===== src/rtl/ks_note_sequencer.sv =====
// rtl/ks_note_sequencer.sv - step sequencer driving the Karplus-Strong string voice
//
// Purpose: holds a small pattern of string periods and, at a programmable
// tempo, drives the string voice's period and pluck inputs so a melody plays
// without per-note host writes. A zero pattern entry is a rest.
//
// Ports:
//   clk_i        sequencer clock (string-voice clock domain)
//   rst_i        asynchronous, active-high reset
//   run_i        level; rising edge starts the pattern, low aborts it
//   loop_en_i    1 = wrap to step 0 after the last step, 0 = stop
//   length_i     index of the last step played
//   tempo_i      step duration minus 1, in clk_i cycles
//   step_we_i    pattern write strobe
//   step_addr_i  pattern write address
//   step_data_i  period to store (0 = rest)
//   pluck_o      pluck request to the string voice
//   period_o     period to the string voice
//   step_idx_o   index of the step currently playing
//   busy_o       high while playing
//   done_o       one-cycle pulse when a non-looping pattern completes

module ks_note_sequencer #(
  parameter int NUM_STEPS   = 8,
  parameter int STEP_AW     = 3,
  parameter int DATA_WIDTH  = 8,
  parameter int TEMPO_WIDTH = 16,
  parameter int PLUCK_LEN   = 4
) (
  input  logic                   clk_i,
  input  logic                   rst_i,
  input  logic                   run_i,
  input  logic                   loop_en_i,
  input  logic [STEP_AW-1:0]     length_i,
  input  logic [TEMPO_WIDTH-1:0] tempo_i,
  input  logic                   step_we_i,
  input  logic [STEP_AW-1:0]     step_addr_i,
  input  logic [DATA_WIDTH-1:0]  step_data_i,
  output logic                   pluck_o,
  output logic [DATA_WIDTH-1:0]  period_o,
  output logic [STEP_AW-1:0]     step_idx_o,
  output logic                   busy_o,
  output logic                   done_o
);

  localparam int PCW = $clog2(PLUCK_LEN + 1);
  localparam logic [PCW-1:0] PLUCK_INIT = PCW'(PLUCK_LEN - 1);

  typedef enum logic [1:0] {
    S_IDLE = 2'd0,
    S_PLAY = 2'd1,
    S_DONE = 2'd2
  } state_t;

  state_t                  state, state_d;
  logic [DATA_WIDTH-1:0]   mem [NUM_STEPS];
  logic                    run_q;
  logic [TEMPO_WIDTH-1:0]  tempo_cnt, tempo_d;
  logic [PCW-1:0]          pluck_cnt, pluck_cnt_d;
  logic                    pluck_d, busy_d, done_d;
  logic [DATA_WIDTH-1:0]   period_d;
  logic [STEP_AW-1:0]      idx_d;
  logic                    enter;
  logic [STEP_AW-1:0]      enter_idx;
  logic [DATA_WIDTH-1:0]   entry;
  logic                    start;

  assign start = run_i & ~run_q;

  // State register
  always_ff @(posedge clk_i or posedge rst_i) begin
    if (rst_i) begin
      state <= S_IDLE;
    end else begin
      state <= state_d;
    end
  end

  // Next-state and registered-output values
  always_comb begin
    state_d     = state;
    pluck_d     = pluck_o;
    period_d    = period_o;
    idx_d       = step_idx_o;
    busy_d      = busy_o;
    done_d      = 1'b0;
    tempo_d     = tempo_cnt;
    pluck_cnt_d = pluck_cnt;
    enter       = 1'b0;
    enter_idx   = '0;
    entry       = '0;

    case (state)
      S_IDLE: begin
        busy_d  = 1'b0;
        pluck_d = 1'b0;
        if (start) begin
          enter     = 1'b1;
          enter_idx = '0;
          state_d   = S_PLAY;
          busy_d    = 1'b1;
        end
      end

      S_PLAY: begin
        if (!run_i) begin
          // Abort wins over pluck timing and step advance.
          state_d = S_IDLE;
          pluck_d = 1'b0;
          busy_d  = 1'b0;
        end else begin
          if (pluck_cnt != '0) begin
            pluck_cnt_d = pluck_cnt - PCW'(1);
          end else begin
            pluck_d = 1'b0;
          end

          if (tempo_cnt != '0) begin
            tempo_d = tempo_cnt - TEMPO_WIDTH'(1);
          end else if (step_idx_o != length_i) begin
            // Wraps modulo NUM_STEPS if length_i was lowered mid-pattern.
            enter     = 1'b1;
            enter_idx = step_idx_o + STEP_AW'(1);
          end else if (loop_en_i) begin
            enter     = 1'b1;
            enter_idx = '0;
          end else begin
            state_d = S_DONE;
            pluck_d = 1'b0;
            busy_d  = 1'b0;
            done_d  = 1'b1;
          end
        end
      end

      S_DONE: begin
        state_d = S_IDLE;
        busy_d  = 1'b0;
      end

      default: begin
        state_d = S_IDLE;
        busy_d  = 1'b0;
        pluck_d = 1'b0;
      end
    endcase

    // Step entry reads the pre-edge memory, so a same-edge write to the
    // entered address only shows up on the next visit.
    if (enter) begin
      entry   = mem[enter_idx];
      tempo_d = tempo_i;
      idx_d   = enter_idx;
      if (entry != '0) begin
        period_d    = entry;
        pluck_d     = 1'b1;
        pluck_cnt_d = PLUCK_INIT;
      end else begin
        pluck_d     = 1'b0;
        pluck_cnt_d = '0;
      end
    end
  end

  // Datapath and output registers
  always_ff @(posedge clk_i or posedge rst_i) begin
    if (rst_i) begin
      run_q      <= 1'b0;
      pluck_o    <= 1'b0;
      period_o   <= '0;
      step_idx_o <= '0;
      busy_o     <= 1'b0;
      done_o     <= 1'b0;
      tempo_cnt  <= '0;
      pluck_cnt  <= '0;
    end else begin
      run_q      <= run_i;
      pluck_o    <= pluck_d;
      period_o   <= period_d;
      step_idx_o <= idx_d;
      busy_o     <= busy_d;
      done_o     <= done_d;
      tempo_cnt  <= tempo_d;
      pluck_cnt  <= pluck_cnt_d;
    end
  end

  // Pattern memory; writes accepted in every state
  always_ff @(posedge clk_i or posedge rst_i) begin
    if (rst_i) begin
      for (int i = 0; i < NUM_STEPS; i++) begin
        mem[i] <= '0;
      end
    end else if (step_we_i) begin
      mem[step_addr_i] <= step_data_i;
    end
  end

endmodule


===== config.mk =====
export PLATFORM = sky130hd
export DESIGN_NAME = ks_note_sequencer
export DESIGN_NICKNAME = d
export VERILOG_FILES = /design/src/rtl/ks_note_sequencer.sv
export SDC_FILE = /design/constraint.sdc
export NUM_CORES = 1
export LEC_CHECK = 0
export CELL_PAD_IN_SITES_DETAIL_PLACEMENT = 1
export CELL_PAD_IN_SITES_GLOBAL_PLACEMENT = 1
export CORE_ASPECT_RATIO = 1.75
export CORE_MARGIN = 8
export CORE_UTILIZATION = 40
export CTS_BUF_LIST = sky130_fd_sc_hd__clkbuf_8
export DETAILED_ROUTE_END_ITERATION = 8
export PLACE_DENSITY_LB_ADDON = 0.1
export REMOVE_ABC_BUFFERS = 1
export SYNTH_ARGS = -nofsm -noshare
export SYNTH_HDL_FRONTEND = slang
export SYNTH_SLANG_ARGS = --single-unit

===== constraint.sdc =====
create_clock -name clk_i -period 8.9 [get_ports clk_i]
set_input_delay 1.78 -clock clk_i [delete_from_list [all_inputs] [get_ports clk_i]]
set_output_delay 1.78 -clock clk_i [all_outputs]
set_load 0.005 [all_outputs]

==> flow_metrics.tcl <==
set metrics [dict create \
    cts_setup_buffers 0 \
    synth_area_um2 5110 \
    timing.rr.end "pluck_o" \
    num_vias 3835 \
    grt_max_degree 82 \
    grt_pass1_wl_um 22900 \
    regToRegSetupSlack_ns 5.48 \
    first_iter_violations 140 \
    drcViolationCount 0 \
    relSlewSlack_pct 29.8 \
    first_pass_iters 4 \
    hold_viol_final 0 \
    worst_pin_slew_ns 1.05 \
    layout-drive-gt1-share_pct 20.2 \
    peakVddDrop_mv 0.0973 \
    post_synth.cell_area_avg_um2 11.1 \
    grt_pass1_vias 4243 \
    rows 54 \
    hpwlAfterDp_um 10200 \
    crit_required_ns 9.15 \
    rsz0062_at_grt "no" \
    dieArea_um2 16800 \
    hold_buffers 0 \
    clock-sinks 100 \
    root_buffer "clkbuf_8" \
    coreArea_um2 12500 \
    grt_overflow 0 \
    fp.dieH_um 166 \
    cts_max_level 3 \
    synth.top_cells.by_count "100 x dfrtp_1, 63 x mux2_2, 40 x nand2_1, 29 x nor2_1, 25 x o21ai_0" \
    synth_top_cell_by_area "dfrtp_1" \
    post_drt_wl_per_cell_um 20.3 \
    gp_congestion 0.856 \
    antenna_left 0 \
    hp-class "flop to flop" \
    hold_depth 1 \
    dieWidth_um 101 \
    reg2regPathDepth 9 \
    clk_pin_slew_ns 0.10 \
    yosysTopAreaCellShare_pct 48.9 \
    ys_ff_latch 100 \
    clock_path_buffers 2 \
    startpoint_type "primary input" \
    power_leakage_nw 2.46 \
    outcome "finished clean" \
    syn2layout_area_growth_pct 17.2 \
    cellPowerDensity_nw_per_um2 202 \
    cts_buffers 9 \
    clock_latency_ns 0.38 \
    ys_warn_count 0 \
    synth_edf_count 0 \
    tritoncts "yes" \
    cts-resized-gates 0 \
    synth_top_flop_cell "dfrtp_1" \
    antenna_cells 0 \
    drt_wl_total_um 13800 \
    post-route-util_pct 47.9 \
    numPortBuffers 48 \
    yosysUniqueCellTypes 55 \
    fin_tns_setup_ns 0 \
    r2r_start "step_idx_o[0]" \
    nFillCells 1366 \
    setup.worst_path.end_class "flop" \
    hp-start "mem[20]" \
    max_freq_ghz 0.231 \
    grt_antenna_before_repair 0 \
    fin_nets 549 \
    fin_crit_sh_pct 48.7 \
    synth-seq-area-share_pct 48.9 \
    worst_ep_arrival_time_ns 4.59 \
    ys_top_cells_by_area "dfrtp_1 49%, mux2_2 14%, nand2_1 2.9%" \
    syn_inst 461 \
    critPathKind "primary input to flop" \
    initial_core_util_pct 40.9 \
    hold_end "mem[20]" \
    min_period_ns 4.34 \
    setup_viol 0 \
    drv_cap 0 \
    routed_via_density 5.62 \
    cp_max_fo 11 \
    pin_count 49 \
    finalMaxSlewViolations 0 \
    async_reset_ff_share_pct 100 \
    yosysMostFrequentCell "dfrtp_1" \
    groute.usage.overall_pct 17.7 \
    skew_ns 0.0136 \
]
==> flip-flops by register name, indices dropped and copies added, names as in the netlist, 2 cells and up <==
signal,flops
tempo_cnt,16
step_idx_o,3
mem,64
period_o,8
pluck_cnt,3
state,2
==> per-layer routing <==
metal	track usage (%)	share of wire, %
met4	8.18	2.8
met3	2.52	2.5
met1	20.1	41
met2	31.8	54
met5	0	0
==> per-stage QoR <==
stage | total power (W) | std cells | setup WS, ns | hold slack, ns | cell area, µm²
after global placement | 0.000904 | 666 | 4.34 | 0.482 | 5790
final | 0.00121 | 682 | 4.56 | 0.513 | 5990
after floorplan | 0.000800 | 440 | 4.50 | 0.474 | 5020
after detailed placement | 0.000922 | 666 | 4.19 | 0.493 | 5790
after CTS | 0.00123 | 682 | 4.55 | 0.517 | 5990
after global routing | 0.00128 | 682 | 4.24 | 0.524 | 5990
==> placed cells by master, fill, tap and decap left out, types with 2 or more instances in the layout <==
master,synthesis,layout
dfrtp_1,100,100
mux2_2,63,63
clkdlybuf4s50_1,0,48
nand2_1,40,40
nor2_1,29,29
o21ai_0,25,25
a21oi_1,23,23
inv_1,18,18
nor3_1,13,13
mux2i_1,13,13
nand4_1,12,12
buf_4,0,10
clkbuf_8,0,9
a221o_1,8,8
o2bb2ai_1,7,7
nand3_1,7,7
a41o_1,6,6
mux4_2,5,5
o41ai_1,5,5
ha_1,5,5
nand2b_1,4,4
xor2_1,4,4
a22o_1,4,4
xnor2_1,4,4
nor4_1,4,4
and2_1,3,3
nand4b_1,3,3
nor3_2,2,2
nor2b_1,2,2
nor4_4,2,2
or3_1,2,2
a31oi_1,2,2
a41oi_1,2,2
o22ai_1,2,2
nor3b_1,2,2
inv_8,0,2
clkinvlp_4,0,2
==> report_power, final <==
| group | total (W) | internal [W] | switching [W] |
|---|---|---|---|
| clock | 0.000303 | 0.000132 | 0.000171 |
| combinational | 0.000293 | 0.000153 | 0.000140 |
| sequential | 0.000613 | 0.000550 | 0.0000636 |
==> cell families (layout without fill, tap and decap cells) <==
kind of cell               count (synthesis)  after routing  share of synthesized area, %
AOI/OAI and AO/OA                         96             96                          13.0
xor gates and xnor gates                   8              8                          1.37
adders and majority gates                  5              5                          1.22
buffers and inverters                     39             92                          3.11
DFF                                      100            100                          48.9
muxes                                     81             81                          18.6
and+or+nand+nor                          132            132                          13.7
==> worst max path at each step <==
stage | from | to | slack (ns) | cells past startpoint
after CTS | length_i[2] | pluck_o | 4.55 | 8
final | length_i[2] | pluck_o | 4.56 | 8
after detailed placement | run_i | pluck_o | 4.19 | 8
after global routing | run_i | pluck_o | 4.24 | 8
after floorplan | rst_i | busy_o | 4.50 | 1
after global placement | length_i[0] | pluck_o | 4.34 | 8
==> critical path: stages <==
cell	delay, ns
clkdlybuf4s50_1	0.42
xor2_1	0.18
o31ai_1	0.73
nor3_2	0.23
a22o_1	0.28
a21oi_1	0.65
o211a_1	0.26
a21oi_1	0.07
==> final cells by class <==
type                       count  area (µm²)  share of cell area, %
timing repair buffer          58         556                   9.28
clock inverter                 7        76.3                   1.27
tap                          168         210                   3.51
clock buffer                   9         124                   2.07
inverter                      18        70.1                   1.17
sequential                   100        2500                   41.8
multi-input combinational    322        2450                   40.9
(Power assumes the default switching activity.)
